$ cat src/rtl/rgb_seq_master.sv
// ----------------------------------------------------------------------------
// rgb_seq_master
//
// Bus initiator that programs the RGB LED driver peripheral without CPU help.
// After reset it walks a fixed init table (ctrl register plus SB_LEDDA_IP
// registers). Then it accepts colour commands over a valid/ready handshake.
// Each command becomes four register writes: PWRR, PWRG, PWRB, then ctrl.
//
// Every write takes two cycles:
//   strobe : bus_cs = bus_we = 1 with addr/din valid, for exactly one cycle
//   gap    : bus_cs = bus_we = 0 while addr/din hold their last values
//
// Configuration macro:
//   LED_BREATHE_EN  defined   : the init table also writes BCRR/BCFR (11 writes)
//                   undefined : the breathe registers keep their hardware
//                               defaults (9 writes); BCRR_VAL/BCFR_VAL unused
//
// Ports:
//   clk        in   1  system clock
//   rst        in   1  synchronous reset, active-high
//   cmd_valid  in   1  colour command present
//   cmd_ready  out  1  block idle; command accepted when cmd_valid & cmd_ready
//   cmd_r      in   8  red duty   -> LEDDPWRR
//   cmd_g      in   8  green duty -> LEDDPWRG
//   cmd_b      in   8  blue duty  -> LEDDPWRB
//   cmd_en     in   1  1: ctrl = 3'b111 (run), 0: ctrl = 3'b000 (LED off)
//   busy       out  1  ~cmd_ready
//   bus_cs     out  1  chip select strobe to the driver
//   bus_we     out  1  write enable (always equal to bus_cs)
//   bus_addr   out  5  [4]=1: LEDDA register addr[3:0]; [4]=0: ctrl register
//   bus_din    out  8  write data (ctrl writes use [2:0], rest zero)
// ----------------------------------------------------------------------------
module rgb_seq_master #(
  parameter logic [7:0] CR0_VAL  = 8'h81,  // LEDDCR0: LEDDEN=1, BRMSBEXT=01
  parameter logic [7:0] BR_VAL   = 8'h76,  // LEDDBR prescale low byte
  parameter logic [7:0] ONR_VAL  = 8'h00,  // LEDDONR blink on-time
  parameter logic [7:0] OFR_VAL  = 8'h00,  // LEDDOFR blink off-time
  parameter logic [7:0] BCRR_VAL = 8'h00,  // LEDDBCRR breathe-on ramp
  parameter logic [7:0] BCFR_VAL = 8'h00   // LEDDBCFR breathe-off ramp
) (
  input  logic       clk,
  input  logic       rst,
  input  logic       cmd_valid,
  output logic       cmd_ready,
  input  logic [7:0] cmd_r,
  input  logic [7:0] cmd_g,
  input  logic [7:0] cmd_b,
  input  logic       cmd_en,
  output logic       busy,
  output logic       bus_cs,
  output logic       bus_we,
  output logic [4:0] bus_addr,
  output logic [7:0] bus_din
);

  // Register addresses on the driver bus.
  localparam logic [4:0] A_CTRL = 5'h00;
  localparam logic [4:0] A_PWRR = 5'h11;
  localparam logic [4:0] A_PWRG = 5'h12;
  localparam logic [4:0] A_PWRB = 5'h13;
  localparam logic [4:0] A_BCRR = 5'h15;
  localparam logic [4:0] A_BCFR = 5'h16;
  localparam logic [4:0] A_CR0  = 5'h18;
  localparam logic [4:0] A_BR   = 5'h19;
  localparam logic [4:0] A_ONR  = 5'h1A;
  localparam logic [4:0] A_OFR  = 5'h1B;

`ifdef LED_BREATHE_EN
  localparam logic [3:0] INIT_LEN = 4'd11;
`else
  localparam logic [3:0] INIT_LEN = 4'd9;
`endif
  localparam logic [3:0] UPD_LEN = 4'd4;

  // The state always names the bus phase currently being driven. Reset parks
  // in INIT_GAP with step 0, so the first cycle after release looks like a
  // gap and the first strobe lands one cycle later.
  typedef enum logic [2:0] {
    INIT_STB,
    INIT_GAP,
    IDLE,
    UPD_STB,
    UPD_GAP
  } state_t;

  state_t     state;
  logic [3:0] step;   // index of the next table entry to issue
  logic [7:0] g_q;
  logic [7:0] b_q;
  logic       en_q;

  // Init table: {addr, data} for each step.
  function automatic logic [12:0] init_entry(input logic [3:0] idx);
    logic [12:0] e;
    e = {A_CTRL, 8'h00};
    case (idx)
      4'd0:    e = {A_CTRL, 8'h06};
      4'd1:    e = {A_CR0,  CR0_VAL};
      4'd2:    e = {A_BR,   BR_VAL};
      4'd3:    e = {A_ONR,  ONR_VAL};
      4'd4:    e = {A_OFR,  OFR_VAL};
`ifdef LED_BREATHE_EN
      4'd5:    e = {A_BCRR, BCRR_VAL};
      4'd6:    e = {A_BCFR, BCFR_VAL};
      4'd7:    e = {A_PWRR, 8'h00};
      4'd8:    e = {A_PWRG, 8'h00};
      4'd9:    e = {A_PWRB, 8'h00};
      4'd10:   e = {A_CTRL, 8'h07};
      default: e = {A_CTRL, 8'h00};
`else
      4'd5:    e = {A_PWRR, 8'h00};
      4'd6:    e = {A_PWRG, 8'h00};
      4'd7:    e = {A_PWRB, 8'h00};
      4'd8:    e = {A_CTRL, 8'h07};
      // Unreachable step. The breathe ramps are not programmed in this
      // build, so they appear here masked to zero only.
      default: e = {A_CTRL, (BCRR_VAL | BCFR_VAL) & 8'h00};
`endif
    endcase
    return e;
  endfunction

  // Update writes after the first (PWRR is issued straight from the inputs
  // on the handshake cycle, so step 0 never reaches this table).
  function automatic logic [12:0] upd_entry(input logic [3:0] idx,
                                            input logic [7:0] g,
                                            input logic [7:0] b,
                                            input logic       en);
    logic [12:0] e;
    e = {A_CTRL, 8'h00};
    case (idx)
      4'd1:    e = {A_PWRG, g};
      4'd2:    e = {A_PWRB, b};
      4'd3:    e = {A_CTRL, 5'b0, {3{en}}};
      default: e = {A_CTRL, 8'h00};
    endcase
    return e;
  endfunction

  // NOTE: state registers use non-blocking assignments so every flop samples
  // the values from before this edge, independent of statement order.
  always_ff @(posedge clk) begin
    // NOTE: reset is synchronous; a strobe in flight is cut short here and
    // the whole init sequence restarts from step 0.
    if (rst) begin
      state     <= INIT_GAP;
      step      <= 4'd0;
      cmd_ready <= 1'b0;
      busy      <= 1'b1;
      bus_cs    <= 1'b0;
      bus_we    <= 1'b0;
      bus_addr  <= 5'h00;
      bus_din   <= 8'h00;
      g_q       <= 8'h00;
      b_q       <= 8'h00;
      en_q      <= 1'b0;
    end else begin
      case (state)
        // A gap is only ever followed by another strobe: completion is
        // decided on the strobe cycle, so the final gap doubles as the
        // first ready cycle.
        INIT_GAP: begin
          {bus_addr, bus_din} <= init_entry(step);
          bus_cs <= 1'b1;
          bus_we <= 1'b1;
          step   <= step + 4'd1;
          state  <= INIT_STB;
        end

        INIT_STB: begin
          bus_cs <= 1'b0;
          bus_we <= 1'b0;
          if (step == INIT_LEN) begin
            cmd_ready <= 1'b1;
            busy      <= 1'b0;
            state     <= IDLE;
          end else begin
            state <= INIT_GAP;
          end
        end

        // cmd_ready is 1 exactly while in IDLE, so valid alone is the
        // handshake here.
        IDLE: begin
          if (cmd_valid) begin
            g_q       <= cmd_g;
            b_q       <= cmd_b;
            en_q      <= cmd_en;
            bus_addr  <= A_PWRR;
            bus_din   <= cmd_r;
            bus_cs    <= 1'b1;
            bus_we    <= 1'b1;
            step      <= 4'd1;
            cmd_ready <= 1'b0;
            busy      <= 1'b1;
            state     <= UPD_STB;
          end
        end

        UPD_GAP: begin
          {bus_addr, bus_din} <= upd_entry(step, g_q, b_q, en_q);
          bus_cs <= 1'b1;
          bus_we <= 1'b1;
          step   <= step + 4'd1;
          state  <= UPD_STB;
        end

        UPD_STB: begin
          bus_cs <= 1'b0;
          bus_we <= 1'b0;
          if (step == UPD_LEN) begin
            cmd_ready <= 1'b1;
            busy      <= 1'b0;
            state     <= IDLE;
          end else begin
            state <= UPD_GAP;
          end
        end

        default: begin
          bus_cs    <= 1'b0;
          bus_we    <= 1'b0;
          step      <= 4'd0;
          cmd_ready <= 1'b0;
          busy      <= 1'b1;
          state     <= INIT_GAP;
        end
      endcase
    end
  end

endmodule

$ cat config.mk
export PLATFORM = sky130hd
export DESIGN_NAME = rgb_seq_master
export DESIGN_NICKNAME = d
export VERILOG_FILES = /design/src/rtl/rgb_seq_master.sv
export SDC_FILE = /design/constraint.sdc
export NUM_CORES = 1
export LEC_CHECK = 0
export ABC_AREA = 1
export CORE_AREA = 2 2 57 86
export CTS_CLUSTER_DIAMETER = 150
export DETAILED_ROUTE_END_ITERATION = 10
export DIE_AREA = 0 0 59 88
export PLACE_DENSITY_LB_ADDON = 0.05
export RECOVER_POWER = 50
export SYNTH_ARGS = -nofsm -noshare
export SYNTH_HDL_FRONTEND = slang
export SYNTH_SLANG_ARGS = --single-unit
$ cat constraint.sdc
create_clock -name clk -period 1.6 [get_ports clk]
set_input_delay 0.48 -clock clk [delete_from_list [all_inputs] [get_ports clk]]
set_output_delay 0.48 -clock clk [all_outputs]
set_load 0.05 [all_outputs]
==> metrics <==
Post-DRT Antenna Nets=0; Leakage=0.00135 uW; RSZ-0062 raised after global routing=true; top post-synthesis cells by area=dfxtp_1 (43%), nand2_1 (8.4%), nor2_1 (7.4%); fin crit share=95.9%; Worst setup SP type=primary input; core area=4430 sq um; Finished Core Util=69.0%; Hold Fails Final Rpt=0; # rows=30; status=finished, final reports clean; Max Slew Vio Count=0; Nets=384; Die Area=5190 sq um; register area share after synthesis=43.1%; global route overflow=0; count of final setup violators=0; Syn-to-layout area delta=40.1%; post-layout minimum cycle time=1.53 ns; Hold Crit Class=register to register; Synth Net Count=330; Synth Warn #=0; Crit. End Element=register; H-tree depth=2; clock tree buffer depth=2; Chip Width=59 microns; clock-pin slew on the worst setup and hold paths=0.08 ns; largest net degree at the start of global routing=24; CTS tree=yes; Yosys reg bits=47; Simple-Gate Fraction of Synth Area=29.8%; die height=88 microns; fmax=652 MHz; Syn Inst Count=298; Worst EP arrival=1.78 ns; pwr dens=885 nW/um^2; clk_lat worst skew=0.30 ns; flip-flop and latch area=948 sq um; clock root buffer=clkbuf_8; mux cell area share after synthesis=0%; Sink Count=47; Adder-Cell Fraction of Synth Area=2.29%; initial core utilization=49.3%; IO Pins=45; layout cells sized above 1=22.1%; area fraction of the dominant cell type after synthesis=43.1%; wire per inst=12.9 microns; largest family of logic cells by synthesized area=simple AND/OR/NAND/NOR gates; vias in the first global route=1,904; Cell variety after synth=37; DRT iter0 DRCs=72; worst vdd ir=607 uV; critical path type=primary input to register; CTS Buf Count=5; number of fill cells in the layout=391; via count=2,056; hold-fix buffers at CTS=0; final std cells w/o fill=401; Total GRT Usage=21.2%; antenna violations before repair=0; max_cap viols=0; hpwl dp=3.89 mm; Synth area leader=dfxtp_1; Setup Buffers After CTS=0; drt total wl=5.16 mm; first-pass GRT wire length=8.37 mm; Pre-antenna DRT Iters=4; IO buf count=43; footprint of the multi-input gates=1100 sq um; Max Fanout on Critical Path=5; Syn Std Cell Area=2180 sq um; antenna cell count=0; drt drc=0; Compound-Gate Fraction of Synth Area=16.1%; Vias per Instance=5.13; Clock Skew=0.00809 ns; Placed Cells incl. Taps=392; GPL Wtd Cong=0.810; Synth Area in XOR/XNOR=0%; CP required=1.85 ns; syn avg cell area=7.32 sq um
[cell usage after synthesis, drive strengths merged]
cell    count
o22ai       2
or2         1
a311oi      1
nor3b       3
o21bai      1
o21ai      32
a22o        1
ha          4
nor2       46
nor3        4
nand2      59
a21oi      22
nand3      23
o211a       1
clkinv      2
conb        1
o211ai      3
nand4       3
dfxtp      47
buf         8
inv        28
clkbuf      5
a22oi       1
[final timing paths]
check / from / to / slack (ns) / cells past startpoint
worst max register to register: step[0]$_SDFFE_PP0N_ / register / 0.13 / 9
worst min register to register: b_q[1]$_SDFFE_PP0P_ / b_q[1]$_SDFFE_PP0P_ / 0.45 / 2
worst min-delay path: b_q[1]$_SDFFE_PP0P_ / b_q[1]$_SDFFE_PP0P_ / 0.45 / 2
worst max-delay path: cmd_valid / register / 0.07 / 10
[power breakdown]
| part | switching, uW | internal, uW | leakage, uW |
|---|---|---|---|
| Clock | 390 | 395 | 0.0000515 |
| Combinational | 328 | 293 | 0.000908 |
| Sequential | 55.9 | 1240 | 0.000386 |
| Total | 774 | 1930 | 0.00135 |
[what timing repair did]
action	CTS	global route
endpoints found under the setup margin	0	36
gates resized for setup	0	19
hold endpoints to repair	0	0
[per-layer routing]
layer | part of all wire (%) | GRT usage [%] | routed length, microns
met4 | 1.9 | 9.71 | 100
met2 | 53 | 37.8 | 2720
met1 | 42 | 24.4 | 2160
met5 | 0 | 0 | 0
met3 | 3.5 | 3.25 | 180
[cells by family (layout without fill, tap and decap cells)]
group	Yosys count	count (layout)
adder cells (fa/ha/maj)	4	4
AO/OA/AOI/OAI	64	64
other	1	1
buffers and inverters	43	98
flip-flops	47	47
AND/OR/NAND/NOR	139	139
[layout make-up]
class | instances | share of cell area (%)
multi-input cells | 208 | 36.0
flip-flops and latches | 47 | 31.0
repair buffers | 59 | 23.6
inverters | 30 | 3.93
clock buffers | 8 | 3.27
well taps | 48 | 1.96
repair inverters | 1 | 0.164
[cell usage in the layout, fill, tap and decap left out, drive strengths merged]
master         instances
dfxtp                 47
clkinv                 1
clkdlybuf4s50         27
clkinvlp               2
inv                   28
ha                     4
nand2                 59
or2                    1
buf                   32
o21bai                 1
a22oi                  1
o211ai                 3
nand4                  3
conb                   1
a22o                   1
o22ai                  2
a21oi                 22
a311oi                 1
nand3                 23
nor3b                  3
o211a                  1
o21ai                 32
nor3                   4
clkbuf                 8
nor2                  46
[worst max-delay path, stage by stage]
cell and delay (ns):
clkdlybuf4s50_1 0.40, inv_1 0.14, nand3_4 0.12, nand2_4 0.11
nand2_1 0.05, nand2_1 0.05, nand2_1 0.12, inv_2 0.12
nand4_1 0.12, nand2_1 0.08
[stage by stage]
stage / total power (uW) / TNS [ns] / instance area, sq um / setup WS, ns / hold slack [ns]
after CTS: 2710 / 0 / 3000 / 0.0131 / 0.459
after global routing: 2830 / -0.0717 / 3060 / -0.0228 / 0.476
after detailed placement: 1930 / -5.62 / 2900 / -0.232 / 0.448
final: 2700 / 0 / 3060 / 0.0660 / 0.455
after global placement: 1930 / -5.67 / 2900 / -0.224 / 0.438
after floorplan: 1640 / 0 / 2180 / 0.103 / 0.425
Note: power is estimated with default switching activity, not from simulation.
